<file path="src/rtl/cyberrio_bus_pkg.sv">
// Shared types and constants for the ext_* to Wishbone B4 classic master bridge.
package cyberrio_bus_pkg;

  localparam int WORD_BYTES = 4;
  localparam logic [WORD_BYTES-1:0] SEL_ALL = 4'hF;
  localparam int BUS_ADDR_W = 32;
  localparam int BUS_DATA_W = 32;

  typedef enum logic [1:0] {
    IDLE,
    BUS,
    DONE
  } bridge_state_e;

  typedef struct packed {
    logic [BUS_ADDR_W-1:0] address;
    logic [BUS_DATA_W-1:0] data;
    logic [WORD_BYTES-1:0] sel;
    logic                  we;
    logic                  fetch;
  } bus_req_t;

endpackage

</file>
<file path="src/rtl/ext_wb_timeout_counter.sv">
// Wait-state counter for the bridge; expired pulses on the last allowed wait cycle.
module ext_wb_timeout_counter #(
  parameter int LIMIT = 255
) (
  input  logic clk,
  input  logic reset,
  input  logic clear,
  input  logic enable,
  output logic expired
);

  localparam int RAW_W = $clog2(LIMIT + 1);
  localparam int CNT_W = (RAW_W < 8) ? 8 : ((RAW_W > 16) ? 16 : RAW_W);

  logic [CNT_W-1:0] count_q;

  always_ff @(posedge clk or posedge reset) begin
    if (reset) begin
      count_q <= '0;
    end else if (clear) begin
      count_q <= '0;
    end else if (enable) begin
      count_q <= count_q + CNT_W'(1);
    end
  end

  // count_q holds the number of completed wait cycles, so the limit is hit one below LIMIT
  assign expired = enable && (count_q == CNT_W'(LIMIT - 1));

endmodule

</file>
<file path="src/rtl/ext_wb_master_bridge.sv">
// ext_* valid/ready port to Wishbone B4 classic master, single outstanding access.
// Optional wait-state timeout enabled with `define EXT_WB_TIMEOUT_EN.
module ext_wb_master_bridge
  import cyberrio_bus_pkg::*;
#(
  parameter int ADDR_W         = 32,
  parameter int DATA_W         = 32,
  parameter int TIMEOUT_CYCLES = 255
) (
  input  logic                clk,
  input  logic                reset,
  input  logic                ext_valid,
  input  logic                ext_instruction,
  input  logic [ADDR_W-1:0]   ext_address,
  input  logic [DATA_W-1:0]   ext_write_data,
  input  logic [DATA_W/8-1:0] ext_write_strobe,
  output logic                ext_ready,
  output logic [DATA_W-1:0]   ext_read_data,
  output logic                ext_error,
  output logic                wbm_cyc_o,
  output logic                wbm_stb_o,
  output logic                wbm_we_o,
  output logic [DATA_W/8-1:0] wbm_sel_o,
  output logic [ADDR_W-1:0]   wbm_adr_o,
  output logic [DATA_W-1:0]   wbm_dat_o,
  input  logic [DATA_W-1:0]   wbm_dat_i,
  input  logic                wbm_ack_i,
  input  logic                wbm_err_i,
  output logic                fetch_tag_o
);

  localparam int LSB_W = $clog2(WORD_BYTES);

  bridge_state_e     state_q;
  bus_req_t          req_q;
  bus_req_t          req_d;
  logic              cyc_q;
  logic              ready_q;
  logic              error_q;
  logic              resp_err_q;
  logic [DATA_W-1:0] rdata_q;
  logic              bus_done;
  logic              timeout;

  always_comb begin
    req_d         = '0;
    req_d.address = BUS_ADDR_W'({ext_address[ADDR_W-1:LSB_W], {LSB_W{1'b0}}});
    req_d.data    = ext_write_data;
    req_d.we      = |ext_write_strobe;
    req_d.sel     = req_d.we ? ext_write_strobe : SEL_ALL;
    req_d.fetch   = ext_instruction;
  end

  assign bus_done = wbm_ack_i | wbm_err_i;

`ifdef EXT_WB_TIMEOUT_EN
  ext_wb_timeout_counter #(
    .LIMIT(TIMEOUT_CYCLES)
  ) u_timeout (
    .clk    (clk),
    .reset  (reset),
    .clear  (state_q != BUS),
    .enable ((state_q == BUS) && !bus_done),
    .expired(timeout)
  );
`else
  logic unused_timeout_cfg;
  assign timeout            = 1'b0;
  assign unused_timeout_cfg = ^TIMEOUT_CYCLES;
`endif

  always_ff @(posedge clk or posedge reset) begin
    if (reset) begin
      state_q    <= IDLE;
      req_q      <= '0;
      cyc_q      <= 1'b0;
      ready_q    <= 1'b0;
      error_q    <= 1'b0;
      resp_err_q <= 1'b0;
      rdata_q    <= '0;
    end else begin
      case (state_q)
        IDLE: begin
          if (ext_valid) begin
            req_q   <= req_d;
            cyc_q   <= 1'b1;
            state_q <= BUS;
          end
        end
        BUS: begin
          // a completion wins over a timeout raised in the same cycle
          if (bus_done || timeout) begin
            cyc_q      <= 1'b0;
            resp_err_q <= wbm_err_i || !bus_done;
            rdata_q    <= (wbm_err_i || !bus_done || req_q.we) ? '0 : wbm_dat_i;
            state_q    <= DONE;
          end
        end
        DONE: begin
          // two-phase DONE: first cycle registers the pulse, second cycle shows it,
          // so ext_valid still held during the pulse is never mistaken for a new request
          if (!ready_q) begin
            ready_q <= 1'b1;
            error_q <= resp_err_q;
          end else begin
            ready_q <= 1'b0;
            error_q <= 1'b0;
            state_q <= IDLE;
          end
        end
        default: state_q <= IDLE;
      endcase
    end
  end

  logic unused_addr_lsb;
  assign unused_addr_lsb = ^ext_address[LSB_W-1:0];

  assign wbm_cyc_o     = cyc_q;
  assign wbm_stb_o     = cyc_q;
  assign wbm_we_o      = req_q.we;
  assign wbm_sel_o     = req_q.sel;
  assign wbm_adr_o     = req_q.address[ADDR_W-1:0];
  assign wbm_dat_o     = req_q.data;
  assign fetch_tag_o   = req_q.fetch;
  assign ext_ready     = ready_q;
  assign ext_error     = error_q;
  assign ext_read_data = rdata_q;

endmodule

</file>
<file path="config.mk">
export PLATFORM = sky130hd
export DESIGN_NAME = ext_wb_master_bridge
export DESIGN_NICKNAME = d
export VERILOG_FILES = /design/src/rtl/cyberrio_bus_pkg.sv /design/src/rtl/ext_wb_timeout_counter.sv /design/src/rtl/ext_wb_master_bridge.sv
export SDC_FILE = /design/constraint.sdc
export NUM_CORES = 1
export LEC_CHECK = 0
export CORE_MARGIN = 2
export CORE_UTILIZATION = 43
export DETAILED_ROUTE_END_ITERATION = 12
export GPL_ROUTABILITY_DRIVEN = 0
export MAX_ROUTING_LAYER = met4
export PLACE_DENSITY_LB_ADDON = 0.08
export SLEW_MARGIN = 30
export SYNTH_ARGS = -nofsm -noshare
export SYNTH_HDL_FRONTEND = slang
export SYNTH_SLANG_ARGS = --single-unit
</file>
<file path="constraint.sdc">
create_clock -name clk -period 10.5 [get_ports clk]
set_input_delay 2.1 -clock clk [delete_from_list [all_inputs] [get_ports clk]]
set_output_delay 2.1 -clock clk [all_outputs]
set_load 0.005 [all_outputs]
</file>
==> impl_metrics.json, run 1 <==
{
  "power.leakage_nw": 2.85,
  "drive_gt1_share_pct": 18.5,
  "status": "completed",
  "io_buffers": 207,
  "wl_per_cell_microns": 16.3,
  "p_clk_share_pct": 17.6,
  "clkSinkCount": 106,
  "setup_viol": 0,
  "final_area_sq_mm": 0.00655,
  "vias": 2907,
  "ios": 212,
  "die_w_microns": 103,
  "hold_buffers": 0,
  "ys_seq_area_share_pct": 62.6,
  "fin_crit_ns": 3.48,
  "fin_hold_ws_ns": 0.503,
  "clockBufferDepth": 2,
  "h-tree-depth": 3,
  "first_global_vias": 2976,
  "clkLatencyLatePin_ns": 0.36,
  "core_sq_mm": 0.00968,
  "wl_met3_microns": 857,
  "ys_types": 25,
  "num_antenna_cells": 0,
  "post_cts_buffers": 0,
  "fin_crit_sh_pct": 33.2,
  "wl_met2_microns": 4640,
  "worst-path-max-fanout": 34,
  "clock-root-buffer": "clkbuf_8",
  "cp_data_arrival_time_ns": 3.73,
  "max-vdd-ir-drop_v": 0.000138,
  "dp.final_hpwl_microns": 7040,
  "clkTransAtPathRegs_ns": 0.10,
  "p_int_mw": 1.20,
  "p_switching_mw": 0.420,
  "finalHoldViolCount": 0,
  "ys_seq_elements": 106,
  "seqPwrFrac_pct": 39.7,
  "tightestPinTransition_ns": 0.677,
  "drtAntennaViolNets": 0,
  "pwr_density_cell_mw_per_mm2": 248,
  "drv_cap": 0,
  "grt_use_total_pct": 18.7,
  "synth_top_area_share_pct": 62.6,
  "rows": 36,
  "initial_utilization_pct": 43.7,
  "worst_setup_path_end_kind": "register",
  "setup_tns_ns": 0,
  "final_common_cell": "clkdlybuf4s50_1",
  "overflow": 0,
  "min_path_type": "reg -> reg",
  "cts_tree": "built",
  "synth_area_leaders": "dfrtp_1, mux2_4, a22o_1",
  "final_cell_mix": "clkdlybuf4s50_1, dfrtp_1, mux2_4, a22o_1, mux2_2",
  "worst_ep_required_time_ns": 10.75,
  "dpl-instance-area_sq_mm": 0.00632,
  "drv_slew": 0,
  "route.detailed.drc": 0,
  "synth_area_sq_mm": 0.00423,
  "switching_share_pct": 25.8,
  "die_area_sq_mm": 0.0107,
  "syn_area_per_cell_sq_um": 16.5,
  "drt_iter0_drc": 81,
  "top_layer": "met4",
  "numCtsBuffers": 9,
  "placed_cells": 584,
  "final_cells": 599,
  "grt_max_degree": 57,
  "drt-total-wl_microns": 9760,
  "grt_pass1_wl_microns": 14700,
  "syn2layout_area_growth_pct": 54.7,
  "p_comb_share_pct": 42.7,
  "drt-vias-per-instance": 4.85,
  "startpoint_type": "input pin",
  "fillCellCount": 718,
  "layout.nets": 568,
  "rsz0062_at_grt": "false",
  "max_freq_mhz": 287,
  "worstSetupPathType": "in -> reg",
  "yosysWarnings": 0,
  "worst_clock_skew_ns": 0.00673,
  "maxSlewHeadroom_pct": 54.9,
  "synth_top_cell_by_area": "dfrtp_1",
  "antenna_found_initial": 0,
  "wl_met1_microns": 4030,
  "final_util_pct": 67.6,
  "postSynthCellCount": 257,
  "cts_resized": 0,
  "dr.pass1.iters": 4,
  "die_h_microns": 103
}
==> registers in the layout, indices dropped and copies added, names as in the netlist <==
register / count
ext_error: 1
ext_read_data: 32
ext_ready: 1
fetch_tag_o: 1
resp_err_q: 1
state_q: 2
wbm_adr_o: 30
wbm_cyc_o: 1
wbm_dat_o: 32
wbm_sel_o: 4
wbm_we_o: 1
==> worst max-delay path: stages <==
cell             delay, ns
clkdlybuf4s50_1       0.48
nor3b_4               0.19
buf_4                 0.53
mux2_2                0.40
==> metrics by stage <==
stage	setup slack (ns)	total power, mW
after global routing	6.95	1.72
after detailed placement	6.62	1.35
after CTS	7.01	1.65
after floorplan	5.61	0.984
after global placement	6.51	1.34
final	7.02	1.62
==> power groups by stage <==
stage          Clock, mW  Sequential [mW]  Combinational (mW)
2_1_floorplan          0            0.661               0.323
3_3_place_gp           0            0.645               0.693
3_5_place_dp           0            0.655               0.699
4_1_cts            0.297            0.648               0.705
5_1_grt            0.314            0.667               0.743
6_report           0.286            0.645               0.694
==> Yosys cell counts <==
| cell | n |
|---|---|
| nor3b_2 | 1 |
| xnor2_1 | 1 |
| o21ai_0 | 2 |
| nor3_1 | 4 |
| a22o_1 | 33 |
| mux2_2 | 14 |
| nor2_1 | 12 |
| a21oi_1 | 5 |
| buf_8 | 1 |
| buf_4 | 4 |
| dfrtp_1 | 106 |
| conb_1 | 1 |
| nor2b_4 | 1 |
| and3_1 | 1 |
| mux2_4 | 49 |
| nor4_1 | 1 |
| nand2_1 | 2 |
| buf_6 | 5 |
| buf_2 | 4 |
| buf_12 | 4 |
| inv_1 | 1 |
| o21ai_1 | 1 |
| a21o_1 | 1 |
| nand2b_1 | 2 |
| mux2i_1 | 1 |
==> kinds of logic (layout without fill, tap and decap cells) <==
logic type             after synthesis  after routing  share of synthesized area, %
XOR/XNOR                             1              1                         0.207
AO/OA/AOI/OAI                       42             42                          7.95
buffers and inverters               19            227                          4.85
flip-flops                         106            106                          62.6
multiplexers                        64             64                          21.3
other                                1              2                        0.0886
AND/OR/NAND/NOR                     24             24                          2.93
==> layer usage <==
metal	vias up	GRT usage (%)
met4	0	7.19
met3	18	6.12
met1	1443	24.2
met2	128	27.6
li1	1318	-
met5	-	-
==> final cells by class <==
type	count	area (sq um)	area share, %
Multi-Input combinational cell	133	1390	21.2
Inverter	1	6.26	0.0955
Tap cell	133	166	2.54
Clock inverter	5	104	1.59
Timing Repair Buffer	211	2100	32.1
Sequential cell	106	2650	40.5
Clock buffer	10	128	1.95
==> path summary, 6_finish.rpt <==
kind	startpoint	end	slack, ns	depth (start not counted)
setup / recovery	ext_valid	wbm_adr_o[20]	7.02	4
hold / removal	ext_error	ext_error	0.50	2
setup reg to reg	state_q[1]	wbm_adr_o[20]	8.77	3
hold reg to reg	ext_error	ext_error	0.50	2
max in group asynchronous	reset	ext_read_data[23]	7.21	3
min in group asynchronous	reset	wbm_adr_o[2]	2.19	2
(Power assumes the default switching activity.)
==> run 2, diff against run 1 <==
--- a/config.mk
+++ b/config.mk
@@ -6,7 +6,7 @@
 export NUM_CORES = 1
 export LEC_CHECK = 0
 export CORE_MARGIN = 2
-export CORE_UTILIZATION = 43
+export CORE_UTILIZATION = 36
 export DETAILED_ROUTE_END_ITERATION = 12
 export GPL_ROUTABILITY_DRIVEN = 0
 export MAX_ROUTING_LAYER = met4
==> constraint.sdc (replaced) <==
create_clock -name clk -period 2.85 [get_ports clk]
set_input_delay 0.57 -clock clk [delete_from_list [all_inputs] [get_ports clk]]
set_output_delay 0.57 -clock clk [all_outputs]
set_load 0.005 [all_outputs]
==> run 2 against run 1 <==
Effect of this change:
- sequential share of layout area down 0.66 points
- design area up 1.7%
- first-iteration DRC count up 16%
==> impl_metrics.json, run 2 (synthesized netlist as in run 1, its figures left out) <==
{
  "worst_setup_path_end_kind": "output port",
  "final_util_pct": 58.1,
  "cpPeakStageDelay_ns": 0.54,
  "fin_crit_sh_pct": 65.0,
  "h-tree-depth": 3,
  "power.leakage_nw": 2.89,
  "rsz0062_at_grt": "false",
  "cts_resized": 0,
  "final_common_cell": "clkdlybuf4s50_1",
  "post_cts_buffers": 0,
  "slowest_stage": "clkdlybuf4s50_1",
  "reg2reg_to": "wbm_adr_o[19]",
  "final_cell_mix": "clkdlybuf4s50_1, dfrtp_1, mux2_4, a22o_1, mux2_2",
  "vias": 2891,
  "status": "completed",
  "dp.final_hpwl_microns": 7350,
  "drv_slew": 0,
  "num_antenna_cells": 0,
  "cp_data_arrival_time_ns": 1.28,
  "timing.reg2reg.setup_slack_ns": 1.23,
  "final_cells": 611,
  "ios": 212,
  "setup_viol": 0,
  "fillCellCount": 925,
  "drt-vias-per-instance": 4.73,
  "grt_use_total_pct": 17.9,
  "route.detailed.drc": 0,
  "grt_max_degree": 62,
  "hold_start": "ext_error",
  "antenna_found_initial": 0,
  "layout.nets": 570,
  "finalHoldViolCount": 0,
  "die_w_microns": 112,
  "clockBufferDepth": 2,
  "drt-total-wl_microns": 10500,
  "clkTransAtPathRegs_ns": 0.07,
  "startpoint_type": "register",
  "core_sq_mm": 0.0115,
  "rows": 39,
  "worst-path-buf-inv": 1,
  "clkLatencyLatePin_ns": 0.35,
  "dr.pass1.iters": 4,
  "overflow": 0,
  "drtAntennaViolNets": 0,
  "die_h_microns": 112,
  "setup_tns_ns": 0,
  "multiInputGateArea_sq_mm": 0.00139,
  "initial_utilization_pct": 36.9,
  "hold_buffers": 0,
  "hold_depth": 2,
  "min_path_type": "reg -> reg",
  "clkSinkCount": 106,
  "worst_clock_skew_ns": 0.00641,
  "worst-path-max-fanout": 4,
  "pwr_density_cell_mw_per_mm2": 931,
  "clock-root-buffer": "clkbuf_16",
  "max_freq_mhz": 540,
  "seqCellArea_sq_mm": 0.00265,
  "placed_cells": 596,
  "die_area_sq_mm": 0.0126,
  "fin_crit_ns": 1.85,
  "worstSetupPathType": "reg -> out",
  "numCtsBuffers": 9,
  "wl_per_cell_microns": 17.2,
  "drv_cap": 0,
  "grt_pass1_wl_microns": 17000,
  "crit_family": "buffers and inverters",
  "hold_end": "ext_error",
  "worst_ep_required_time_ns": 2.28,
  "cts_tree": "built",
  "r2r_cells": 3,
  "max-vdd-ir-drop_v": 0.000570,
  "r2r-start": "state_q[1]",
  "first_global_vias": 3092,
  "syn2layout_area_growth_pct": 57.3,
  "drt_iter0_drc": 94,
  "io_buffers": 207,
  "drive_gt1_share_pct": 18.2,
  "cp_cell_sequence": "clkdlybuf4s50_1"
}
[run 2: changes by cell type in the layout (fill, tap and decap cells not counted), sizes merged]
| cell | previous run | this run |
|---|---|---|
| bufinv | 3 | 1 |
| clkinv | 2 | 0 |
| clkinvlp | 0 | 2 |
| inv | 1 | 0 |
| clkbuf | 10 | 13 |
| buf | 4 | 6 |
[run 2: cell type report]
cell class	count	share of cell area (%)
clock inverter	2	0.564
clock buffer	13	3.76
tap	143	2.69
inverter	1	0.113
multi-input combinational	133	20.9
timing repair buffer	213	32.2
sequential	106	39.8
[run 2: per-layer routing]
metal / GRT usage, % / share of wire, %
met5: - / 0
met1: 22.0 / 45
met4: 4.88 / 1.2
met2: 28.2 / 48
met3: 6.16 / 6.5
[run 2: through the flow]
| stage | worst slack [ns] | power, mW | instance area, sq um | hold slack (ns) |
|---|---|---|---|---|
| 2_1_floorplan | 1.01 | 3.63 | 4240 | 0.467 |
| 3_3_place_gp | 0.655 | 4.96 | 6370 | 0.471 |
| 3_5_place_dp | 0.644 | 5.01 | 6370 | 0.482 |
| 4_1_cts | 0.966 | 6.29 | 6660 | 0.501 |
| 5_1_grt | 0.936 | 6.56 | 6660 | 0.509 |
| 6_report | 0.998 | 6.20 | 6660 | 0.493 |
[run 2: worst max-delay path by stage]
stage	start	endpoint	slack [ns]	cells after the start
2_1_floorplan	reset	ext_error	1.01	1
3_3_place_gp	ext_valid	wbm_adr_o[19]	0.66	4
3_5_place_dp	ext_valid	wbm_adr_o[19]	0.64	4
4_1_cts	ext_ready	ext_ready	0.97	1
5_1_grt	ext_ready	ext_ready	0.94	1
6_report	ext_ready	ext_ready	1.0	1
[run 2: where the power goes]
group | switching (mW) | internal (mW) | leakage [nW]
registers | 0.324 | 2.07 | 1.31
clock network | 0.530 | 0.702 | 0.136
logic | 0.765 | 1.81 | 1.44
[run 2: worst min-delay path, delay by kind of cell (launching register included)]
| kind | cells | cell delay [ns] |
|---|---|---|
| compound gates | 1 | 0.07 |
| flops | 1 | 0.34 |
| simple gates | 1 | 0.04 |
==> run 3, diff against run 2 <==
--- a/config.mk
+++ b/config.mk
@@ -6,7 +6,7 @@
 export NUM_CORES = 1
 export LEC_CHECK = 0
 export CORE_MARGIN = 2
-export CORE_UTILIZATION = 36
+export CORE_UTILIZATION = 40
 export DETAILED_ROUTE_END_ITERATION = 12
 export GPL_ROUTABILITY_DRIVEN = 0
 export MAX_ROUTING_LAYER = met4
==> constraint.sdc (replaced) <==
create_clock -name clk -period 1.8 [get_ports clk]
set_input_delay 0.36 -clock clk [delete_from_list [all_inputs] [get_ports clk]]
set_output_delay 0.36 -clock clk [all_outputs]
set_load 0.005 [all_outputs]
==> run 3 against run 2 <==
Effect of this change:
- clock-buffer cell count shrank 3
- global-route usage up 1.1 points
- clock power increased by 15%
- via count grew 2.2%
- combinational power rose by 70%
- die area is 9.7% lower
- critical path type unchanged
==> impl_metrics.json, run 3 (synthesized netlist as in run 1, its figures left out) <==
{
  "final_area_sq_mm": 0.00676,
  "finalHoldViolCount": 0,
  "drt-total-wl_microns": 10300,
  "overflow": 0,
  "route.detailed.drc": 0,
  "timing.reg2reg.setup_slack_ns": 0.27,
  "drtAntennaViolNets": 0,
  "cts_resized": 0,
  "max-vdd-ir-drop_v": 0.000884,
  "fin_crit_ns": 1.65,
  "power.leakage_nw": 2.95,
  "grt_max_degree": 62,
  "setup_viol": 0,
  "p_int_mw": 7.01,
  "r2r-start": "state_q[1]",
  "min_path_type": "in -> async",
  "cp_data_arrival_time_ns": 1.29,
  "io_buffers": 207,
  "core_sq_mm": 0.0103,
  "r2r_cells": 4,
  "pwr_density_cell_mw_per_mm2": 1410,
  "post_cts_buffers": 0,
  "crit_family": "buffers and inverters",
  "clock-root-buffer": "clkbuf_8",
  "p_clk_share_pct": 14.7,
  "die_h_microns": 107,
  "dr.pass1.iters": 4,
  "status": "completed",
  "num_antenna_cells": 0,
  "worst-path-max-fanout": 4,
  "numCtsBuffers": 9,
  "seqPwrFrac_pct": 39.5,
  "drt_iter0_drc": 107,
  "drv_cap": 0,
  "antenna_found_initial": 0,
  "cpPeakStageDelay_ns": 0.53,
  "syn2layout_area_growth_pct": 59.8,
  "clkSinkCount": 106,
  "h-tree-depth": 3,
  "drive_gt1_share_pct": 21.1,
  "initial_utilization_pct": 41.0,
  "grt_pass1_wl_microns": 16400,
  "dpl-instance-area_sq_mm": 0.00658,
  "rsz0062_at_grt": "false",
  "fillCellCount": 749,
  "switching_share_pct": 26.7,
  "ios": 212,
  "final_cell_mix": "clkdlybuf4s50_1, dfrtp_1, mux2_4, a22o_1, mux2_2",
  "cp_num_cells": 1,
  "vias": 2956,
  "slowest_stage": "clkdlybuf4s50_1",
  "reg2reg_to": "wbm_adr_o[22]",
  "die_area_sq_mm": 0.0114,
  "startpoint_type": "register",
  "final_common_cell": "clkdlybuf4s50_1",
  "worst-path-buf-inv": 1,
  "worst_clock_skew_ns": 0.00786,
  "fin_crit_sh_pct": 91.9,
  "grt_use_total_pct": 19.0,
  "rows": 37,
  "pre_cts_ws_ns": -0.0963,
  "clkTransAtPathRegs_ns": 0.10,
  "p_switching_mw": 2.55,
  "worstSetupPathType": "reg -> out",
  "hold_buffers": 0,
  "wl_per_cell_microns": 16.7,
  "worst_ep_required_time_ns": 1.44,
  "drv_slew": 0,
  "first_global_vias": 3200,
  "cts_tree": "built",
  "dp.final_hpwl_microns": 7630,
  "clkLatencyLatePin_ns": 0.35,
  "fin_ws_ns": 0.145,
  "layout.nets": 586,
  "max_freq_mhz": 604,
  "cp_cell_sequence": "clkdlybuf4s50_1",
  "drt-vias-per-instance": 4.78,
  "setup_tns_ns": 0,
  "die_w_microns": 107,
  "worst_setup_path_end_kind": "output port",
  "clockBufferDepth": 2,
  "p_comb_share_pct": 45.7
}
## run 3: per-layer routing
metal / wire length [microns] / vias to the layer above / track usage [%]
met1: 4380 / 1482 / 23.9
li1: - / 1352 / -
met5: 0 / - / -
met2: 5090 / 118 / 30.2
met3: 780 / 4 / 6.38
met4: 62 / 0 / 3.71
## run 3: power by group through the flow
| stage | clock network (mW) | registers (mW) | logic [mW] |
|---|---|---|---|
| final | 1.41 | 3.78 | 4.37 |
| after global routing | 1.56 | 3.90 | 4.69 |
| after CTS | 1.47 | 3.79 | 4.43 |
| after detailed placement | 0 | 3.82 | 4.40 |
| after global placement | 0 | 3.78 | 4.35 |
| after floorplan | 0 | 3.86 | 1.89 |
## run 3: worst max-delay path by stage
stage | slack (ns) | endpoint | from
2_1_floorplan | 0.17 | ext_error | reset
3_3_place_gp | -0.08 | wbm_adr_o[21] | ext_valid
3_5_place_dp | -0.1 | wbm_adr_o[27] | ext_valid
4_1_cts | 0.13 | ext_ready | ext_ready
5_1_grt | 0.09 | ext_ready | ext_ready
6_report | 0.15 | ext_ready | ext_ready
## run 3: area by class of cell
class	count	area (sq um)	area share, %
flip-flops and latches	106	2650	39.2
well taps	136	170	2.52
clock buffers	10	128	1.89
inverters	1	7.51	0.111
repair buffers	229	2360	34.9
multi-input cells	133	1390	20.6
clock inverters	4	53.8	0.795
## run 3: per-stage QoR
stage	total power, mW	hold slack, ns	util, %	instances
floorplan	5.74	0.467	-	258
global placement	8.13	0.478	63.8	605
detailed placement	8.22	0.480	63.8	605
CTS	9.69	0.439	65.5	619
global route	10.1	0.446	65.5	619
finish	9.56	0.432	65.5	619
## run 3: tightest hold or removal path, cell delays in order
cell and delay, ns:
clkdlybuf4s50_1 0.44, clkinvlp_4 0.12, buf_12 0.24
